### src/rtl/axi_pkt_arb_pkg.sv
// Shared types and helpers for the round-robin packet arbiter family.
package axi_pkt_arb_pkg;

  // Widest requester vector any arbiter in this family supports.
  localparam int ARB_MAX_INPUTS = 16;
  localparam int ARB_IDX_W      = $clog2(ARB_MAX_INPUTS);

  typedef enum logic [1:0] {
    IDLE  = 2'd0,
    PASS  = 2'd1,
    ABORT = 2'd2,
    DRAIN = 2'd3
  } arb_state_t;

  // First requester strictly after 'last', cyclically over n inputs.
  // Scanning from the farthest offset down lets the nearest one win; offset n
  // is 'last' itself, so a lone requester can be re-granted.
  function automatic logic [ARB_IDX_W-1:0] rr_next(
    input logic [ARB_MAX_INPUTS-1:0] req,
    input logic [ARB_IDX_W-1:0]      last,
    input int                        n
  );
    int idx;
    rr_next = last;
    for (int i = ARB_MAX_INPUTS; i >= 1; i--) begin
      if (i <= n) begin
        idx = (int'(last) + i) % n;
        if (req[idx]) rr_next = ARB_IDX_W'(idx);
      end
    end
  endfunction

endpackage

### src/rtl/rr_prio_enc.sv
// Combinational round-robin priority encoder, shared by several arbiters.
module rr_prio_enc
  import axi_pkt_arb_pkg::*;
#(
  parameter int N  = 4,
  parameter int GW = $clog2(N)
) (
  input  logic [N-1:0]  req,
  input  logic [GW-1:0] last,
  output logic [GW-1:0] grant,
  output logic          found
);

  logic [ARB_MAX_INPUTS-1:0] req_ext;
  logic [ARB_IDX_W-1:0]      last_ext;

  // Widen to the package helper's fixed-size arguments.
  assign req_ext  = ARB_MAX_INPUTS'(req);
  assign last_ext = ARB_IDX_W'(last);

  // Next index after last_grant among active requests.
  assign grant = GW'(rr_next(req_ext, last_ext, N));
  assign found = |req;

endmodule

### src/rtl/axi_pkt_arb_rr.sv
// Packet-atomic round-robin AXI-Stream arbiter.
// Define AXI_PKT_ARB_WATCHDOG_EN to enable the mid-packet stall watchdog.
//
// state | meaning
// IDLE  | no packet in flight; arbitration bubble, picks next requester
// PASS  | granted input passed straight through until its tlast beat
// ABORT | watchdog fired; emitting a forced tlast+terror tail beat
// DRAIN | swallowing the rest of the hung packet until its tlast
module axi_pkt_arb_rr
  import axi_pkt_arb_pkg::*;
#(
  parameter int WIDTH      = 32,
  parameter int NUM_INPUTS = 4,
  parameter int TIMEOUT    = 256
) (
  input  logic                            clk,
  input  logic                            reset_n,
  input  logic                            clear,
  input  logic [NUM_INPUTS*WIDTH-1:0]     i_tdata,
  input  logic [NUM_INPUTS-1:0]           i_tvalid,
  input  logic [NUM_INPUTS-1:0]           i_tlast,
  input  logic [NUM_INPUTS-1:0]           i_terror,
  output logic [NUM_INPUTS-1:0]           i_tready,
  output logic [WIDTH-1:0]                o_tdata,
  output logic                            o_tvalid,
  output logic                            o_tlast,
  output logic                            o_terror,
  input  logic                            o_tready,
  output logic [$clog2(NUM_INPUTS)-1:0]   o_grant,
  output logic                            o_active,
  output logic                            o_abort
);

  localparam int GW = $clog2(NUM_INPUTS);

  if (NUM_INPUTS < 2 || NUM_INPUTS > ARB_MAX_INPUTS || TIMEOUT < 2) begin : g_param_check
    $error("axi_pkt_arb_rr: parameter out of range");
  end

  arb_state_t    state;
  logic [GW-1:0] grant;
  logic [GW-1:0] last_grant;
  logic [GW-1:0] next_grant;
  logic          found;
  logic          g_valid;
  logic          g_last;

  rr_prio_enc #(
    .N  (NUM_INPUTS),
    .GW (GW)
  ) u_enc (
    .req   (i_tvalid),
    .last  (last_grant),
    .grant (next_grant),
    .found (found)
  );

  assign g_valid  = i_tvalid[grant];
  assign g_last   = i_tlast[grant];
  assign o_grant  = grant;
  assign o_active = (state != IDLE);

`ifdef AXI_PKT_ARB_WATCHDOG_EN
  localparam int CW = $clog2(TIMEOUT + 1);
  logic [CW-1:0] stall_cnt;
  logic          abort_q;
  assign o_abort = abort_q;
`else
  assign o_abort = 1'b0;
`endif

  // Arbitration FSM, grant registers and stall watchdog.
  always_ff @(posedge clk or negedge reset_n) begin
    if (!reset_n) begin
      state      <= IDLE;
      grant      <= '0;
      last_grant <= GW'(NUM_INPUTS - 1);
`ifdef AXI_PKT_ARB_WATCHDOG_EN
      stall_cnt  <= '0;
      abort_q    <= 1'b0;
`endif
    end else if (clear) begin
      state      <= IDLE;
      grant      <= '0;
      last_grant <= GW'(NUM_INPUTS - 1);
`ifdef AXI_PKT_ARB_WATCHDOG_EN
      stall_cnt  <= '0;
      abort_q    <= 1'b0;
`endif
    end else begin
`ifdef AXI_PKT_ARB_WATCHDOG_EN
      abort_q <= 1'b0;
`endif
      case (state)
        IDLE: begin
`ifdef AXI_PKT_ARB_WATCHDOG_EN
          stall_cnt <= '0;
`endif
          if (found) begin
            grant      <= next_grant;
            last_grant <= next_grant;
            state      <= PASS;
          end
        end
        PASS: begin
          if (g_valid && o_tready && g_last) state <= IDLE;
`ifdef AXI_PKT_ARB_WATCHDOG_EN
          if (g_valid) begin
            stall_cnt <= '0;
          end else begin
            stall_cnt <= stall_cnt + 1'b1;
            if (stall_cnt == CW'(TIMEOUT - 1)) begin
              abort_q <= 1'b1;
              state   <= ABORT;
            end
          end
`endif
        end
`ifdef AXI_PKT_ARB_WATCHDOG_EN
        ABORT: begin
          stall_cnt <= '0;
          if (o_tready) state <= DRAIN;
        end
        DRAIN: begin
          if (g_valid && g_last) state <= IDLE;
        end
`endif
        default: state <= IDLE;
      endcase
    end
  end

  // Output mux: zero-latency passthrough in PASS, forced tail in ABORT.
  always_comb begin
    o_tdata  = '0;
    o_tvalid = 1'b0;
    o_tlast  = 1'b0;
    o_terror = 1'b0;
    i_tready = '0;
    case (state)
      PASS: begin
        o_tdata         = i_tdata[grant*WIDTH +: WIDTH];
        o_tvalid        = g_valid;
        o_tlast         = g_last;
        o_terror        = i_terror[grant];
        i_tready[grant] = o_tready;
      end
`ifdef AXI_PKT_ARB_WATCHDOG_EN
      ABORT: begin
        o_tvalid = 1'b1;
        o_tlast  = 1'b1;
        o_terror = 1'b1;
      end
      DRAIN: begin
        i_tready[grant] = 1'b1;
      end
`endif
      default: ;
    endcase
  end

endmodule

### config.mk
export PLATFORM = sky130hd
export DESIGN_NAME = axi_pkt_arb_rr
export DESIGN_NICKNAME = d
export VERILOG_FILES = /design/src/rtl/axi_pkt_arb_pkg.sv /design/src/rtl/rr_prio_enc.sv /design/src/rtl/axi_pkt_arb_rr.sv
export SDC_FILE = /design/constraint.sdc
export NUM_CORES = 1
export LEC_CHECK = 0
export ABC_AREA = 1
export BUFFER_PORTS_ARGS = -buffer_cell sky130_fd_sc_hd__buf_4
export CAP_MARGIN = 20
export CORE_AREA = 4 4 71 73
export CTS_BUF_LIST = sky130_fd_sc_hd__clkbuf_16
export DETAILED_ROUTE_END_ITERATION = 8
export DIE_AREA = 0 0 75 77
export PLACE_DENSITY = 0.83
export SYNTH_ARGS = -nofsm -noshare
export SYNTH_HDL_FRONTEND = slang
export SYNTH_SLANG_ARGS = --single-unit
### constraint.sdc
create_clock -name clk -period 2 [get_ports clk]
set_input_delay 0.1 -clock clk [delete_from_list [all_inputs] [get_ports clk]]
set_output_delay 0.1 -clock clk [all_outputs]
set_load 0.005 [all_outputs]
Word level (Yosys, flattened, before mapping):

Index checks and enable logic that the tools add are counted.

* output and inout port bits: 43
* bits in registers: 6
* word-level logic and storage cells: 73

* shift operators: 1
* reduce and logical (&&, ||, !) cells: 14
* multiplexer cells: 37
* add/sub/neg operators: 4
* bitwise operators: 5
* $lt $le $gt $ge: 6
* eq/ne operators: 3

Operator list (number)
* $shiftx 128x8->32: 1
* $mux 32: 1
* $lt 3x6->1 const B: 4
* $mux 2: 11
* $mux 1: 15
* $bmux 1 s3: 4
* $reduce_or 2->1: 4
* $bmux 1 s2: 3
* $ne 3x3->1 const B: 2
* $reduce_bool 2->1: 3
* $add 2x1->2 const B: 2
* $add 2x2->2 const B: 2
* $and 1x1->1 const A: 4
* $and 4x4->4: 1
* $mux 4: 1
* $pmux 2 s2: 1
* $reduce_and 2->1: 2
* $reduce_or 4->1: 1
* $logic_and 1x1->1: 3
* $lt 2x3->1 const B: 1
* $demux 1 s2: 1
* $eq 2x1->1 const B: 1
* $ge 2x1->1 const B: 1
* $logic_not 2->1: 1

Longest topological paths before layout:

Gate-level depths: netlist of the first run.

* depth in word-level cells: 13
* mapped depth: 11
* gate-level depth less buffers: 10

Cells and area by module:

From an unflattened synthesis of the first run, not the netlist that was laid out.

* cells, all modules: 294
* area, all modules: 2083.2 um^2

Modules (own cells, without submodules)
* axi_pkt_arb_rr: area each 1879.3 um^2, times used 1, cells each 251
* rr_prio_enc: area each 203.9 um^2, times used 1, cells each 43

Worst setup path before layout of the first run:

No wires, ideal clock.

* path type: register to register
* start point: register last_grant[0]
* end point: register last_grant[0]
* setup slack: 0.715 ns
* arrival time: 1.217 ns
* clock period less this slack: 1.285 ns
* data required time: 1.932 ns
* cell stages (with the launch flop): 12
* library setup time: 0.068 ns
* path buffers: 1
* cell sequence: dfstp_2 -> buf_6 -> inv_4 -> nand2_1 -> nand2_1 -> nand2_1 -> nand2_1 -> nand2_1 -> nand2_1 -> nand2_1 -> nand2_2 -> a21oi_2

* cells in the longest elaborated chain, start to end: 13

RTL lines
* from (decl): RTL line axi_pkt_arb_rr.sv:42 `logic [GW-1:0] last_grant;`
* from (signal assigned): RTL line axi_pkt_arb_rr.sv:77 `last_grant <= GW'(NUM_INPUTS - 1);`
* from (signal assigned): RTL line axi_pkt_arb_rr.sv:85 `last_grant <= GW'(NUM_INPUTS - 1);`
* from (signal assigned): RTL line axi_pkt_arb_rr.sv:101 `last_grant <= next_grant;`
* $add 2x1->2: RTL line axi_pkt_arb_pkg.sv:27 `idx = (int'(last) + i) % n;`
* $reduce_or 2->1 (no line)
* $and 1x1->1 (no line)
* $bmux 1 s3: RTL line axi_pkt_arb_pkg.sv:28 `if (req[idx]) rr_next = ARB_IDX_W'(idx);`
* $mux 1 (not written as such) (2 in a row): RTL line axi_pkt_arb_pkg.sv:28
* $mux 2 (3 in a row): RTL line axi_pkt_arb_pkg.sv:28
* $mux 2 (*): RTL line axi_pkt_arb_pkg.sv:28
* $mux 2 (*): RTL line axi_pkt_arb_rr.sv:99 `if (found) begin`
* $mux 2 (*): RTL line axi_pkt_arb_rr.sv:94 `case (state)`
* $mux 2 (*): RTL line axi_pkt_arb_rr.sv:82 `end else if (clear) begin`

Every way passes the cells marked *; elsewhere a longest branch is shown, timed or not. The select of a mux whose other input is x is not followed.
A chain may end at the register's enable or synchronous reset.

Final worst setup path of the first run:

* start point: register grant[0] (netlist: o_grant[0])
* end point: output port o_tdata[30]

* cells in the longest elaborated chain, start to end: 2

RTL lines
* from (decl): RTL line axi_pkt_arb_rr.sv:41 `logic [GW-1:0] grant;`
* from (signal assigned): RTL line axi_pkt_arb_rr.sv:100 `grant <= next_grant;`
* $shiftx 128x8->32: RTL line axi_pkt_arb_rr.sv:142 `o_tdata = i_tdata[grant*WIDTH +: WIDTH];`
* $mux 32: RTL line axi_pkt_arb_rr.sv:140 `case (state)`
* to (decl): RTL line axi_pkt_arb_rr.sv:24 `output logic [WIDTH-1:0] o_tdata,`

No other way between the ends.

==> summary.md, run 1 <==
| Metric | Value |
|---|---|
| Initial DRT Pass Iterations | `4` |
| Worst hold path type | `input port to register` |
| Largest family of logic cells by synthesized area | `simple AND/OR/NAND/NOR gates` |
| Wirelength, routed | `7900 um` |
| Psw | `between 1 and 1.5 mW` |
| H-tree depth reported by CTS | `1` |
| Clock power share | `0.105` |
| Part of the power in registers | `0.089` |
| Clock Sink Count | `5` |
| Combinational power share | `0.806` |
| Routed Antenna Nets | `0` |
| CTS clk-pin slew, worst paths | `roughly 30 ps` |
| Gate Count Post-Synth | `243` |
| Max-Cap Viols | `0` |
| Crit Path Class | `register to output pin` |
| CTS tree | `yes` |
| Post-synth cell types | `26` |
| Worst-path fanout max | `14` |
| Clk_lat worst skew | `between 200 and 250 ps` |
| RR Startpoint | `o_grant[0]` |
| Largest net degree at the start of global routing | `27` |
| Worst endpoint required time | `~1900 ps` |
| #FFs+latches synth | `5` |
| IO Count | `roughly 190` |
| Synth Area in Compound Gates | `0.366` |
| Die W | `about 75 um` |
| Ant diodes | `0` |
| Fin crit period | `around 1800 ps` |
| Xor and xnor fraction of the mapped netlist area | `0` |
| Initial antenna violation count | `0` |
| Power Density | `between 1000 and 1500 mW/mm^2` |
| Reg-to-reg critical path endpoint | `state[0]` |
| Fin crit share | `0.924` |
| Fmax | `between 0.5 and 0.6 GHz` |
| Worst Path Arrival | `between 1500 and 2000 ps` |
| Worst R2R Setup Slack | `430 ps` |
| Adder-cell area share of the yosys netlist | `0` |
| Worst hold slack | `103 ps` |
| Count of pins over their slew limit | `0` |
| Setup TNS | `0 ps` |
| Placed inst area | `between 0.002 and 0.003 mm^2` |
| Clk root buf | `clkbuf_16` |
| Final Skew | `approximately 1.2 ps` |
| TritonCTS Buffers | `3` |
| Fin nets | `approximately 570` |
| Post-synthesis mux area share | `0` |
| Kind of start point of the critical path | `register` |
| Final std cells w/o fill | `approximately 480` |
| Port Buf Inserts | `between 150 and 200` |
| Overflow after GRT | `0` |
| RSZ-0062 raised after global routing | `false` |
| Initial drt markers | `179` |
| Routed vias | `between 2,000 and 2,500` |
| Core area | `0.00435 mm^2` |
| GPL Wtd Cong | `just under 1` |
| # setup viols final | `0` |
| Cell count after placement | `470` |
| Sw Ratio | `0.472` |
| DP Wirelength | `~6300 um` |
| Fillers | `around 400` |
| Area delta synth->final | `110%` |
| Synth Cell Area | `0.00137 mm^2` |
| WL/cell | `around 17 um` |
| Hold EP | `last_grant[1]` |
| Cell leakage power | `1.45 nW` |
| Reg2Reg Depth | `8` |
| Simple-gate portion of the synthesized area | `0.396` |
| Worst hold start | `clear` |
| Site Rows | `24` |
| Die area | `~0.0058 mm^2` |
| Mapped Nets | `387` |
| Vias per Instance | `5.22` |
| Post-CTS Setup Bufs | `0` |
| Share of cells above drive strength 1 | `0.511` |
| Crit. End Element | `output pin` |
| First-pass GRT wire length | `roughly 11,000 um` |
| Vias in the first global route | `~2,200` |
| Final Hold Viols | `0` |
| Gr usage total | `0.245` |
| Clk buf depth | `2` |
| Design Power | `3.05 mW` |
| Status | `complete, no violations` |
| Peak VDD IR | `around 0.0010 V` |
| Hold path depth | `3` |
| Die Height | `77 um` |
| Starting Density | `0.314` |
| Post-route cell area | `about 0.0029 mm^2` |
| Mean Syn Cell Area | `between 5 and 6 um^2` |
| P_int | `1.61 mW` |
| Seq/Total Area, Yosys | `0.0933` |
| DRC violations left | `0` |
| Warnings, synthesis | `0` |
-- kinds of logic after synthesis --
family / count (synthesis)
simple gates: 129
other cells: 1
compound gates: 73
buf+inv: 35
flops: 5
-- cell usage after synthesis --
cell | instances | share of area
buf_4 | 11 | 0.060
o21ai_2 | 1 | 0.0064
a22oi_1 | 33 | 0.18
a31oi_1 | 33 | 0.15
dfrtp_1 | 3 | 0.055
inv_2 | 3 | 0.0082
inv_1 | 10 | 0.027
clkinv_1 | 2 | 0.0055
inv_4 | 1 | 0.0046
conb_1 | 1 | 0.0027
clkbuf_1 | 3 | 0.0082
nand4_1 | 1 | 0.0046
a21oi_2 | 1 | 0.0064
nor3_1 | 3 | 0.011
nand3b_1 | 1 | 0.0055
buf_2 | 3 | 0.011
o21ai_1 | 1 | 0.0037
o2111ai_1 | 1 | 0.0064
nand2_1 | 103 | 0.28
nor2_4 | 3 | 0.025
nand3_1 | 8 | 0.029
nor2_1 | 4 | 0.011
buf_6 | 2 | 0.016
dfstp_2 | 2 | 0.038
nand2_2 | 6 | 0.027
a21oi_1 | 3 | 0.011
-- layout make-up --
| class | count | area [um^2] | share of cell area |
|---|---|---|---|
| clock inverters | 1 | 3.75 | 0.00131 |
| flip-flops and latches | 5 | 130 | 0.0453 |
| repair buffers | 195 | 1490 | 0.519 |
| multi-input cells | 203 | 1050 | 0.364 |
| well taps | 52 | 65.1 | 0.0226 |
| inverters | 16 | 62.6 | 0.0218 |
| clock buffers | 3 | 75.1 | 0.0261 |
-- through the flow --
step,util,worst slack [ps]
global placement,0.639,335
global route,0.660,71.6
detailed placement,0.639,286
finish,0.660,153
floorplan,-,715
CTS,0.659,51.2
-- worst max-delay path by stage --
stage | to | cells past startpoint | start | slack (ps)
3_3_place_gp | o_tdata[30] | 6 | o_grant[1] | 340
6_report | o_tdata[30] | 6 | o_grant[0] | 150
2_1_floorplan | last_grant[0] | 11 | last_grant[0] | 720
5_1_grt | o_tdata[1] | 6 | o_grant[0] | 70
3_5_place_dp | o_tdata[30] | 6 | o_grant[1] | 290
4_1_cts | o_tdata[30] | 6 | o_grant[1] | 50
-- state kept, by name (all words and copies together) (netlist names) --
register	count
last_grant	2
state	1
o_grant	2
-- power by group through the flow --
stage / registers [mW] / logic (mW) / clock network [mW]
after detailed placement: 0.267 / 2.44 / 0
final: 0.270 / 2.46 / 0.321
after global placement: 0.263 / 2.41 / 0
after global routing: 0.283 / 2.68 / 0.336
after CTS: 0.265 / 2.46 / 0.327
after floorplan: 0.189 / 1.49 / 0
-- worst max-delay path: stages (launching register included) --
cell and delay, ps:
dfrtp_2 470, nand2_1 150, clkinv_1 260, buf_4 290, nand2_1 90, a31oi_1 110
buf_4 150
-- timing repair --
item                                    CTS  global route
endpoints found under the hold margin     5             0
endpoints found under the setup margin    0            13
hold buffers                              1             0
resized for setup                         0             2
-- layer usage --
metal  track usage  wire length (um)
met5             0                 0
met4        0.0623               108
met3        0.0301               729
met2         0.434              4080
met1         0.303              2980
-- cells in the final DEF (no fill, tap or decap), types with 2 or more instances in the layout --
| cell type | count |
|---|---|
| a21oi_1 | 3 |
| a22oi_1 | 33 |
| a31oi_1 | 33 |
| buf_12 | 2 |
| buf_4 | 192 |
| clkbuf_16 | 3 |
| clkinv_1 | 2 |
| dfrtp_2 | 2 |
| dfstp_2 | 2 |
| inv_1 | 11 |
| inv_2 | 3 |
| nand2_1 | 103 |
| nand2_2 | 6 |
| nand3_1 | 8 |
| nor2_1 | 4 |
| nor2_4 | 3 |
| nor3_1 | 3 |
Power figures use the tool's default switching activity.
==> run 2: changes to the inputs <==
--- a/config.mk
+++ b/config.mk
@@ -12,6 +12,7 @@
 export CTS_BUF_LIST = sky130_fd_sc_hd__clkbuf_16
 export DETAILED_ROUTE_END_ITERATION = 8
 export DIE_AREA = 0 0 75 77
+export MAX_ROUTING_LAYER = met4
 export PLACE_DENSITY = 0.83
 export SYNTH_ARGS = -nofsm -noshare
 export SYNTH_HDL_FRONTEND = slang
==> constraint.sdc (replaced) <==
create_clock -name clk -period 2 [get_ports clk]
set_input_delay 0.1 -clock clk [delete_from_list [all_inputs] [get_ports clk]]
set_output_delay 0.1 -clock clk [all_outputs]
set_load 0.05 [all_outputs]
==> run 2 against run 1 <==
  * Via count about the same
  * Sequential share of layout area decreased by 0.22 points
  * Critical endpoint is now o_tdata[27]
  * Global-route usage increased by 1.7 points
  * Highest routed layer unchanged
  * Total power increased by 43%
  * Worst setup slack about the same
  * Count of clock-buffer cells in the layout unchanged
  * Combinational power increased by 53%
==> summary.md, run 2 (synthesis results as in run 1) <==
| Metric | Value |
|---|---|
| Status | `complete, no violations` |
| Port Buf Inserts | `185 (unchanged)` |
| Largest net degree at the start of global routing | `36 (+33%)` |
| Psw | `2.66 mW (+85%)` |
| Peak VDD IR | `0.000951 V (-8.8%)` |
| Routed Antenna Nets | `0 (unchanged)` |
| Fin nets | `568 (unchanged)` |
| Clk_lat worst skew | `230 ps (about the same)` |
| Worst endpoint required time | `1900 ps (about the same)` |
| Part of the power in registers | `0.062 (-0.027)` |
| IO Count | `187 (unchanged)` |
| WL met3 | `816 um (+12%)` |
| Clock Sink Count | `5 (unchanged)` |
| Cell count after placement | `470 (unchanged)` |
| Clock power share | `0.075 (-0.030)` |
| Routed vias | `2,476 (-0.081%)` |
| Met2 wire len | `4040 um (-0.98%)` |
| Initial drt markers | `106 (-41%)` |
| Die area | `0.00578 mm^2 (unchanged)` |
| Sw Ratio | `0.610 (+0.137)` |
| Post-route cell area | `0.00302 mm^2 (+5.0%)` |
| Crit Path Class | `register to output pin` |
| Worst hold start | `clear` |
| Die W | `75 um (unchanged)` |
| Vias in the first global route | `2,409 (+8.0%)` |
| Post-CTS Setup Bufs | `0 (unchanged)` |
| Worst hold path type | `input port to register` |
| Fmax | `0.541 GHz (about the same)` |
| Max-Cap Viols | `0 (unchanged)` |
| H-tree depth reported by CTS | `1 (unchanged)` |
| Most common cell after layout, fill and taps aside | `buf_4` |
| GPL Wtd Cong | `0.902 (-9.1%)` |
| RSZ-0062 raised after global routing | `false` |
| First-pass GRT wire length | `11,700 um (+4.0%)` |
| RR Startpoint | `o_grant[0]` |
| Initial antenna violation count | `0 (unchanged)` |
| Hold path depth | `3 (unchanged)` |
| Most frequent cells in the layout | `buf_4 (192), nand2_1 (103), a22oi_1 (33)` |
| Initial DRT Pass Iterations | `4 (unchanged)` |
| Vias per Instance | `5.21 (about the same)` |
| # setup viols final | `0 (unchanged)` |
| WL/cell | `16.7 um (+0.47%)` |
| P_int | `1.70 mW (+5.8%)` |
| Wirelength, routed | `7930 um (+0.47%)` |
| Count of pins over their slew limit | `0 (unchanged)` |
| TritonCTS Buffers | `3 (unchanged)` |
| Kind of start point of the critical path | `register` |
| Fin crit period | `1850 ps (-0.204 ps)` |
| Fillers | `355 (-9.0%)` |
| Cell leakage power | `1.46 nW (+0.27%)` |
| Overflow after GRT | `0 (unchanged)` |
| Gr usage total | `0.262 (+0.0168)` |
| Worst-path fanout max | `11 (-3)` |
| Clk buf depth | `2 (unchanged)` |
| Fin crit share | `0.924 (about the same)` |
| Reg2Reg Depth | `10 (+2)` |
| Final Hold Viols | `0 (unchanged)` |
| Placed inst area | `0.00293 mm^2 (+5.2%)` |
| Final std cells w/o fill | `475 (unchanged)` |
| Seq. cell area | `130 um^2 (unchanged)` |
| Area delta synth->final | `121%` |
| DRC violations left | `0 (unchanged)` |
| Share of cells above drive strength 1 | `0.567 (+0.0567)` |
| Worst Path Arrival | `1750 ps (about the same)` |
| Max layer used | `met4` |
| Die Height | `77 um (unchanged)` |
| Site Rows | `24 (unchanged)` |
| CTS clk-pin slew, worst paths | `40 ps (about the same)` |
| CTS tree | `yes` |
| Final Skew | `3.53 ps (+2.37 ps)` |
| Power Density | `1450 mW/mm^2 (+36%)` |
| Met1 wire length | `2820 um (-5.4%)` |
| Starting Density | `0.314 (unchanged)` |
| Crit. End Element | `output pin` |
| Core area | `0.00435 mm^2 (unchanged)` |
| Area of the multi-input gates | `0.00119 mm^2 (+14%)` |
| Start point of the critical path | `o_grant[0]` |
| Clk root buf | `clkbuf_16` |
| Ant diodes | `0 (unchanged)` |
| Combinational power share | `0.863 (+0.057)` |
| DP Wirelength | `6430 um (+1.5%)` |
run 2: path summary, 6_finish.rpt:
| path | end | slack [ps] |
|---|---|---|
| setup / recovery | o_tdata[27] | 150 |
| hold / removal | last_grant[1] | 90 |
| setup reg to reg | state[0] | 460 |
| hold reg to reg | state[0] | 580 |
| max in group asynchronous | last_grant[0] | 1580 |
| min in group asynchronous | o_grant[1] | 220 |
run 2: worst max-delay path: stages (launching register included):
cell and delay, ps:
dfrtp_2 470, inv_2 80, nor2_4 260, buf_4 240, a22oi_1 100, a31oi_2 140, buf_4 220
run 2: final cells by class:
class	count	share of cell area
Timing Repair Buffer	195	0.494
Multi-Input combinational cell	203	0.394
Sequential cell	5	0.0431
Clock buffer	3	0.0249
Tap cell	52	0.0216
Inverter	16	0.0207
Clock inverter	1	0.00124
run 2: repair_timing:
item,4_1_cts,5_1_grt
gates resized for setup,0,2
hold buffers,1,0
endpoints found under the setup margin,0,22
hold endpoints to repair,5,0
run 2: metrics by stage:
stage	setup WS (ps)	util	hold WS, ps	TNS [ps]	power (mW)
3_5_place_dp	285	0.672	-95.5	0	4.03
2_1_floorplan	-217	-	-196	-2100	2.97
6_report	153	0.693	89.2	0	4.37
4_1_cts	42.0	0.693	85.3	0	4.37
5_1_grt	35.1	0.693	106	0	4.61
3_3_place_gp	339	0.672	-96.0	0	3.98
run 2: per-layer routing:
metal / GRT usage / up-vias
li1: - / 1212
met1: 0.295 / 1097
met2: 0.445 / 137
met3: 0.0549 / 30
met4: 0.0943 / 0
met5: - / -
run 2: power by group through the flow:
stage                     Combinational (mW)  Clock [mW]  Sequential [mW]
after floorplan                         2.70           0            0.272
after global placement                  3.71           0            0.264
after detailed placement                3.77           0            0.265
after CTS                               3.78       0.333            0.266
after global routing                    3.99       0.340            0.285
final                                   3.77       0.327            0.271
